File: config.mk
export PLATFORM = sky130hd
export DESIGN_NAME = word_serializer
export DESIGN_NICKNAME = d
export VERILOG_FILES = /design/src/rtl/serializer_pkg.sv /design/src/rtl/beat_counter.sv /design/src/rtl/word_serializer.sv
export SDC_FILE = /design/constraint.sdc
export NUM_CORES = 1
export LEC_CHECK = 0
export BUFFER_PORTS_ARGS = -buffer_cell sky130_fd_sc_hd__buf_2
export CAP_MARGIN = 30
export CORE_MARGIN = 3
export CORE_UTILIZATION = 25
export DETAILED_ROUTE_END_ITERATION = 16
export GPL_ROUTABILITY_DRIVEN = 0
export PLACE_DENSITY = 0.46
export SYNTH_ARGS = -nofsm -noshare
export SYNTH_HDL_FRONTEND = slang
export SYNTH_SLANG_ARGS = --single-unit
File: constraint.sdc
create_clock -name clk -period 1.9 [get_ports clk]
set_input_delay 0.095 -clock clk [delete_from_list [all_inputs] [get_ports clk]]
set_output_delay 0.095 -clock clk [all_outputs]
set_load 0.1 [all_outputs]
File: src/rtl/serializer_pkg.sv
// Shared types and helpers for the word serializer.
//   ser_state_t : FSM state encoding (idle / shifting out beats)
//   beats_f     : number of beats a word splits into, used for derived-parameter checks
package serializer_pkg;

  typedef enum logic {SER_IDLE, SER_SHIFT} ser_state_t;

  function automatic int unsigned beats_f(input int unsigned word_w, input int unsigned beat_w);
    return word_w / beat_w;
  endfunction

endpackage

File: src/rtl/beat_counter.sv
// Beat index counter for the word serializer.
// Ports:
//   clk      : clock
//   reset    : synchronous active-high reset, clears the count
//   clr      : restart at beat 0 (a new word was loaded); wins over inc
//   inc      : advance one beat, wrapping from MAX back to 0
//   o_count  : current beat index
//   o_at_max : count is on the final beat (MAX)
module beat_counter #(
  parameter int unsigned CNT_W = 2,
  parameter int unsigned MAX   = 3
) (
  input  logic             clk,
  input  logic             reset,
  input  logic             clr,
  input  logic             inc,
  output logic [CNT_W-1:0] o_count,
  output logic             o_at_max
);

  logic [CNT_W-1:0] count_q, count_d;

  assign o_count  = count_q;
  assign o_at_max = (count_q == CNT_W'(MAX));

  always_comb begin
    count_d = count_q;
    if (clr) begin
      count_d = '0;
    end else if (inc) begin
      count_d = o_at_max ? '0 : count_q + CNT_W'(1);
    end
  end

  always_ff @(posedge clk) begin
    if (reset) begin
      count_q <= '0;
    end else begin
      count_q <= count_d;
    end
  end

endmodule

File: src/rtl/word_serializer.sv
// Unpacks one WORD_WIDTH word into WORD_WIDTH/BEAT_WIDTH beats on a valid/ready stream,
// marking the final beat of each word with o_last.
// Build option: define WORD_SERIALIZER_MSB_FIRST_EN to send the most significant beat first;
// by default the least significant beat goes first.
// Ports:
//   clk, reset : clock, synchronous active-high reset (dominates clk_en)
//   clk_en     : global advance enable; low freezes the block and drops o_valid/o_ready
//   i_valid, i_data, o_ready : word input handshake
//   o_valid, o_data, o_last, i_ready : beat output handshake
module word_serializer
  import serializer_pkg::*;
#(
  parameter int unsigned           WORD_WIDTH  = 32,
  parameter int unsigned           BEAT_WIDTH  = 8,
  parameter logic [WORD_WIDTH-1:0] RESET_VALUE = '0
) (
  input  logic                  clk,
  input  logic                  reset,
  input  logic                  clk_en,
  input  logic                  i_valid,
  output logic                  o_ready,
  input  logic [WORD_WIDTH-1:0] i_data,
  output logic                  o_valid,
  input  logic                  i_ready,
  output logic [BEAT_WIDTH-1:0] o_data,
  output logic                  o_last
);

  localparam int unsigned BEATS = beats_f(WORD_WIDTH, BEAT_WIDTH);
  localparam int unsigned CNT_W = (BEATS < 2) ? 1 : $clog2(BEATS);

  if ((WORD_WIDTH % BEAT_WIDTH) != 0 || BEATS < 2) begin : g_param_check
    $error("word_serializer: WORD_WIDTH must be a multiple of BEAT_WIDTH with at least 2 beats");
  end

  ser_state_t                       state_q, state_d;
  logic                             valid_q, valid_d;
  logic [WORD_WIDTH-1:0]            word_q;
  logic                             load;
  logic [CNT_W-1:0]                 cnt;
  logic                             at_max;
  logic                             word_acc;
  logic                             beat_xfer;
  logic [CNT_W-1:0]                 beat_idx;
  logic [BEATS-1:0][BEAT_WIDTH-1:0] beats;

  assign word_acc  = i_valid && o_ready;
  assign beat_xfer = o_valid && i_ready;

  assign o_valid = valid_q && clk_en;
  assign o_last  = valid_q && at_max;
  // Accepting on the last beat's transfer keeps back-to-back words bubble-free.
  assign o_ready = clk_en && (state_q == SER_IDLE || (valid_q && o_last && i_ready));

  beat_counter #(
    .CNT_W (CNT_W),
    .MAX   (BEATS - 1)
  ) u_beat_counter (
    .clk      (clk),
    .reset    (reset),
    .clr      (load),
    .inc      (beat_xfer),
    .o_count  (cnt),
    .o_at_max (at_max)
  );

  always_comb begin
    state_d = state_q;
    valid_d = valid_q;
    load    = 1'b0;
    unique case (state_q)
      SER_IDLE: begin
        if (word_acc) begin
          state_d = SER_SHIFT;
          valid_d = 1'b1;
          load    = 1'b1;
        end
      end
      SER_SHIFT: begin
        if (beat_xfer && at_max) begin
          if (word_acc) begin
            load = 1'b1;
          end else begin
            state_d = SER_IDLE;
            valid_d = 1'b0;
          end
        end
      end
    endcase
  end

  always_ff @(posedge clk) begin
    if (reset) begin
      state_q <= SER_IDLE;
      valid_q <= 1'b0;
      word_q  <= RESET_VALUE;
    end else begin
      state_q <= state_d;
      valid_q <= valid_d;
      if (load) begin
        word_q <= i_data;
      end
    end
  end

  // Packed view: beats[k] is word bits [k*BEAT_WIDTH +: BEAT_WIDTH].
  assign beats = word_q;

`ifdef WORD_SERIALIZER_MSB_FIRST_EN
  assign beat_idx = CNT_W'(BEATS - 1) - cnt;
`else
  assign beat_idx = cnt;
`endif

  assign o_data = beats[beat_idx];

`ifdef FORMAL
  a_stall_stable: assert property (@(posedge clk) disable iff (reset)
    (o_valid && !i_ready) |=> ($stable(o_data) && $stable(o_last)));
  a_count_range: assert property (@(posedge clk) (32'(cnt) < BEATS));
  a_reset_idle: assert property (@(posedge clk) reset |=> !o_valid);
`endif

endmodule

==> out/metrics.yaml, run 1 <==
outcome:
  status: "complete, no violations"
route:
  wl_per_cell_um: 14.4
  wl_um: 3280
  final_antenna_net_count: 0
  drc_errors: 0
  vias: 1055
  routed_via_density: 4.65
  drtIter0Drc: 28
  firstDrtPassIters: 4
logic_synthesis:
  yosys.area.top_type: "dfxtp_1"
  netlist_top_cells_count: "dfxtp_1, a22o_1, mux4_2"
  syn_area_sq_mm: 0.00140
  synth_cell_types: 22
  synth-edff-count: 0
  synthCells: 107
  ys_seq_area_share_pct: 51.4
  async_reset_ff_share_pct: 0
  syn_avg_cell_area_sq_um: 13.1
  ys_ff_latch: 36
  yosysWarnings: 0
  synth.top_cells.by_area: "dfxtp_1, a22o_1, mux4_2"
  yosysMostFrequentCell: "dfxtp_1"
  yosys.area.top_type_share_pct: 51.4
  synth_nets: 145
  synthFlopType: "dfxtp_1"
global_routing:
  overflow: 0
  grt_max_degree: 35
  top_usage_layer: "met2"
  antenna_found_initial: 0
  grt_pass1_wl_um: 5200
  use_met1_pct: 14.5
  first_global_vias: 1079
  use_met3_pct: 3.99
  grt_use_total_pct: 10.5
  gr-usage-met2_pct: 14.7
floorplanning:
  rows: 26
  die_area_sq_mm: 0.00654
  initial_core_util_pct: 26.6
  die-height_um: 80.9
  ios: 48
  die_x_um: 80.9
  coreArea_sq_mm: 0.00527
cells_and_area:
  nFillCells: 541
  post-route-util_pct: 35.0
  num_antenna_cells: 0
  nets: 194
  drive_above_1_share_pct: 44.6
  area_growth_pct: 31.6
clock_network:
  cts-hold-fix-buffers: 0
  cts_max_level: 2
  tritoncts: "yes"
  root_buffer: "clkbuf_8"
  cts_made_buffers: 5
  clk_pin_slew_ns: 0.07
  clk_latency_ns: 0.28
  cts.sinks: 36
  cts_setup_buffers: 0
  cts_buffer_depth: 2
  cts-resized-gates: 0
power:
  pwr-share-clk_pct: 38.0
  peakVddDrop_uv: 437
  combPwrFrac_pct: 14.5
  p_per_area_mw_per_mm2: 934
  seqPwrFrac_pct: 47.5
  internal-power_uw: 1280
  switching_share_pct: 25.9
  power.switching_uw: 446
  p_leak_uw: 0.000789
timing:
  max_clock_freq_ghz: 0.564
  setup-violations-final: 0
  setup_tns_ns: 0
  relSlewSlack_pct: 67.2
  worst_pin_slew_ns: 0.495
  hold_viol: 0
  rsz0062_at_grt: "false"
  drv_slew: 0
  clock-skew-final_ns: 0.00406
  fin_crit_ns: 1.77
  post-route-period-util_pct: 93.4
setup_path:
  critPathArrivalTime_ns: 1.68
  r2r_slack_ns: 0.30
  crit_required_ns: 1.80
  worstSetupEndpointType: "primary output"
  timing.rr.start: "u_beat_counter.o_count[1]"
  r2r_end: "beats[14]"
  startpoint_type: "register"
  r2r_cells: 5
  crit_type: "reg -> out"
  cp_max_fo: 9
worst_hold_path:
  hp-start: "i_data[7]"
  worstHoldEndpoint: "beats[7]"
  holdPathStages: 2
  hp-class: "in -> reg"
place:
  place_hpwl_um: 2270
  numPortBuffers: 47
flow_run:
  maxCapViolations: 0
[worst max-delay path, cell delays in order (launching register included)]
cell     delay (ns)
dfxtp_1        0.34
buf_4          0.21
mux4_2         0.53
buf_2          0.31
[logic make-up after synthesis]
| kind of cell | after synthesis | share of synthesized area, % |
|---|---|---|
| DFF | 36 | 51.4 |
| and+or+nand+nor | 10 | 4.11 |
| AOI/OAI and AO/OA | 41 | 24.6 |
| muxes | 9 | 13.7 |
| adders and majority gates | 1 | 0.893 |
| buffers and inverters | 10 | 5.36 |
[routing by layer]
layer / vias up / share of wire (%)
met4: 0 / 1.2
met3: 5 / 7.7
met2: 37 / 43
li1: 518 / -
met5: - / 0
met1: 495 / 48
[cell usage in the layout, fill, tap and decap left out]
| cell | count |
|---|---|
| buf_2 | 45 |
| dfxtp_1 | 36 |
| a22o_1 | 32 |
| mux4_2 | 8 |
| clkbuf_8 | 5 |
| and2_1 | 3 |
| a21oi_1 | 3 |
| nand2_1 | 3 |
| buf_12 | 3 |
| buf_4 | 3 |
| nand3_2 | 1 |
| a21boi_2 | 1 |
| inv_1 | 1 |
| a31o_1 | 1 |
| a211oi_4 | 1 |
| nand3_1 | 1 |
| or3_1 | 1 |
| a21boi_1 | 1 |
| nand4_1 | 1 |
| o21ai_0 | 1 |
| a211oi_1 | 1 |
| mux2_2 | 1 |
| ha_1 | 1 |
| clkbuf_1 | 1 |
| clkinv_2 | 1 |
| bufinv_16 | 1 |
[area by class of cell]
type / instances / area, sq um / share of cell area, %
tap: 70 / 87.6 / 4.75
sequential: 36 / 721 / 39.1
multi-input combinational: 61 / 617 / 33.4
clock inverter: 2 / 35.0 / 1.90
timing repair buffer: 51 / 308 / 16.7
clock buffer: 6 / 72.6 / 3.93
inverter: 1 / 3.75 / 0.204
[worst max path at each step]
stage	startpoint	to	slack, ns
after floorplan	u_beat_counter.o_count[0]	o_ready	0.32
after global placement	u_beat_counter.o_count[1]	beats[25]	0.38
after detailed placement	u_beat_counter.o_count[1]	beats[14]	0.32
after CTS	u_beat_counter.o_count[0]	o_data[5]	0.09
after global routing	u_beat_counter.o_count[0]	o_data[7]	0.04
final	u_beat_counter.o_count[1]	o_data[1]	0.13
[metrics by stage]
step	hold WS [ns]	cell area, sq um	worst slack [ns]	std cells	total power [uW]
floorplan	0.164	1410	0.321	107	1010
global placement	0.305	1740	0.382	219	1080
detailed placement	0.309	1740	0.322	219	1090
CTS	0.00523	1840	0.0893	227	1740
global route	0.0174	1840	0.0441	227	1790
finish	0.0157	1840	0.125	227	1720
[sequential cells by signal, summed over array words and instances (netlist names)]
name	flops
u_beat_counter.o_count	2
valid_q	1
state_q	1
beats	32
[power groups by stage]
stage	sequential, uW	combinational (uW)	clock (uW)
after detailed placement	836	251	0
after global placement	834	248	0
after CTS	818	252	673
final	818	250	654
after floorplan	828	185	0
after global routing	824	266	697
No activity file was read; power rests on OpenSTA's default activity.
==> inputs of run 2 (changes only) <==
Settings changed: ABC_CLOCK_PERIOD_IN_PS from default to 1900, GPL_TIMING_DRIVEN from default to 0.
==> run 2 against run 1 <==
Via count is 4.3% higher. Setup slack worse by 0.014 ns. First-iteration DRC count is 100% higher. Clock skew is 0.0010 ns higher. Critical path type unchanged.
==> out/metrics.yaml, run 2 (synthesis gave the netlist of run 1 again) <==
outcome:
  status: "complete, no violations"  # unchanged
power:
  p_per_area_mw_per_mm2: 889  # was 934 mW/mm^2
  switching_share_pct: 29.2  # was 25.9%
  peakVddDrop_uv: 360  # was 437 uV
  combPwrFrac_pct: 16.0  # was 14.5%
  p_leak_uw: 0.000798  # was 0.000789 uW
  seqPwrFrac_pct: 50.5  # was 47.5%
  pwr-share-clk_pct: 33.4  # was 38.0%
  internal-power_uw: 1150  # was 1280 uW
  power.switching_uw: 473  # was 446 uW
cells_and_area:
  finalNonFillerCells: 232  # was 227
  stdcell_area_sq_mm: 0.00182  # was 0.00184 sq mm
  area_growth_pct: 29.9  # was 31.6%
  layout_commonest_cell: "buf_2"  # unchanged
  nets: 199  # was 194
  num_antenna_cells: 0  # unchanged
  drive_above_1_share_pct: 46.9  # was 44.6%
  final_cell_mix: "buf_2, dfxtp_1, a22o_1"  # unchanged
  largest_reg_flops: 32  # unchanged
setup_path:
  startpoint_type: "register"  # unchanged
  crit_required_ns: 1.80  # about the same
  cp_max_fo: 9  # unchanged
  crit_type: "reg -> out"  # unchanged
  worstSetupEndpointType: "primary output"  # unchanged
  critPathArrivalTime_ns: 1.69  # was 1.68 ns
clock_network:
  cts_max_level: 2  # unchanged
  clk_latency_ns: 0.28  # about the same
  cts_made_buffers: 5  # unchanged
  root_buffer: "clkbuf_8"  # unchanged
  cts_setup_buffers: 0  # unchanged
  cts.sinks: 36  # unchanged
  cts-resized-gates: 1  # was 0
  clk_pin_slew_ns: 0.08  # was 0.07 ns
  cts-hold-fix-buffers: 0  # unchanged
  cts_buffer_depth: 2  # unchanged
  tritoncts: "yes"  # unchanged
route:
  final_antenna_net_count: 0  # unchanged
  wl_um: 3690  # was 3280 um
  vias: 1100  # was 1055
  routed_via_density: 4.74  # was 4.65
  drtIter0Drc: 57  # was 28
  firstDrtPassIters: 4  # unchanged
  wl_per_cell_um: 15.9  # was 14.4 um
  drc_errors: 0  # unchanged
floorplanning:
  ios: 48  # unchanged
  initial_core_util_pct: 26.6  # unchanged
  coreArea_sq_mm: 0.00527  # unchanged
  die_x_um: 80.9  # unchanged
  die-height_um: 80.9  # unchanged
  rows: 26  # unchanged
  die_area_sq_mm: 0.00654  # unchanged
global_routing:
  antenna_found_initial: 0  # unchanged
  overflow: 0  # unchanged
  grt_use_total_pct: 12.1  # was 10.5%
  grt_max_degree: 13  # was 35
  first_global_vias: 1154  # was 1079
  grt_pass1_wl_um: 5800  # was 5200 um
timing:
  rsz0062_at_grt: "false"  # unchanged
  fin_crit_ns: 1.79  # was 1.77 ns
  hold_viol: 0  # unchanged
  drv_slew: 0  # unchanged
  clock-skew-final_ns: 0.00506  # was 0.00406 ns
  setup-violations-final: 0  # unchanged
  worst_pin_slew_ns: 0.490  # was 0.495 ns
  setup_tns_ns: 0  # unchanged
  post-route-period-util_pct: 94.1  # was 93.4%
  max_clock_freq_ghz: 0.559  # was 0.564 GHz
  relSlewSlack_pct: 67.6  # was 67.2%
place:
  place_hpwl_um: 2640  # was 2270 um
  dp_cells: 224  # was 219
  numPortBuffers: 47  # unchanged
  place_area_sq_mm: 0.00173  # was 0.00174 sq mm
flow_run:
  maxCapViolations: 0  # unchanged
worst_hold_path:
  hp-class: "in -> reg"  # unchanged
## run 2: worst max-delay path: stages, from the launching register on
cell	delay, ns
dfxtp_1	0.33
clkbuf_4	0.24
mux4_2	0.53
buf_2	0.31
## run 2: final cells by class
cell class              count  area, sq um
plain buffers               9         76.3
clock buffers               5         68.8
clock inverters             3         18.8
fillers                   547         3450
inverters                   1         3.75
multi-input cells          61          609
flip-flops and latches     36          721
well taps                  70         87.6
repair buffers             47          235
## run 2: worst paths after layout
check / from / end / slack (ns) / cells after the start
setup reg to reg: u_beat_counter.o_count[0] / beats[26] / 0.30 / 6
hold / removal: i_data[6] / beats[6] / 0.02 / 2
hold reg to reg: beats[29] / beats[29] / 0.48 / 1
setup / recovery: u_beat_counter.o_count[1] / o_data[1] / 0.11 / 3
## run 2: metrics by stage
stage | setup WS, ns | hold WS, ns | util (%) | power [uW]
after CTS | 0.0238 | 0.00771 | 34.5 | 1640
final | 0.112 | 0.0158 | 34.5 | 1620
after global routing | 0.0296 | 0.00689 | 34.5 | 1690
after global placement | 0.302 | 0.303 | 32.8 | 1090
after floorplan | 0.321 | 0.164 | - | 1010
after detailed placement | 0.284 | 0.310 | 32.8 | 1100
## run 2: per-layer routing
| metal | vias up | routed length [um] | global-route usage [%] |
|---|---|---|---|
| met5 | - | 0 | 0 |
| met4 | 0 | 34 | 3.55 |
| met3 | 4 | 237 | 3.22 |
| met2 | 45 | 1640 | 18.7 |
| met1 | 523 | 1780 | 16.7 |
| li1 | 528 | - | - |
## run 2: power groups by stage
stage | sequential [uW] | combinational (uW) | clock [uW]
final | 818 | 259 | 541
after global placement | 833 | 257 | 0
after global routing | 823 | 276 | 586
after floorplan | 828 | 185 | 0
after detailed placement | 835 | 262 | 0
after CTS | 818 | 263 | 556
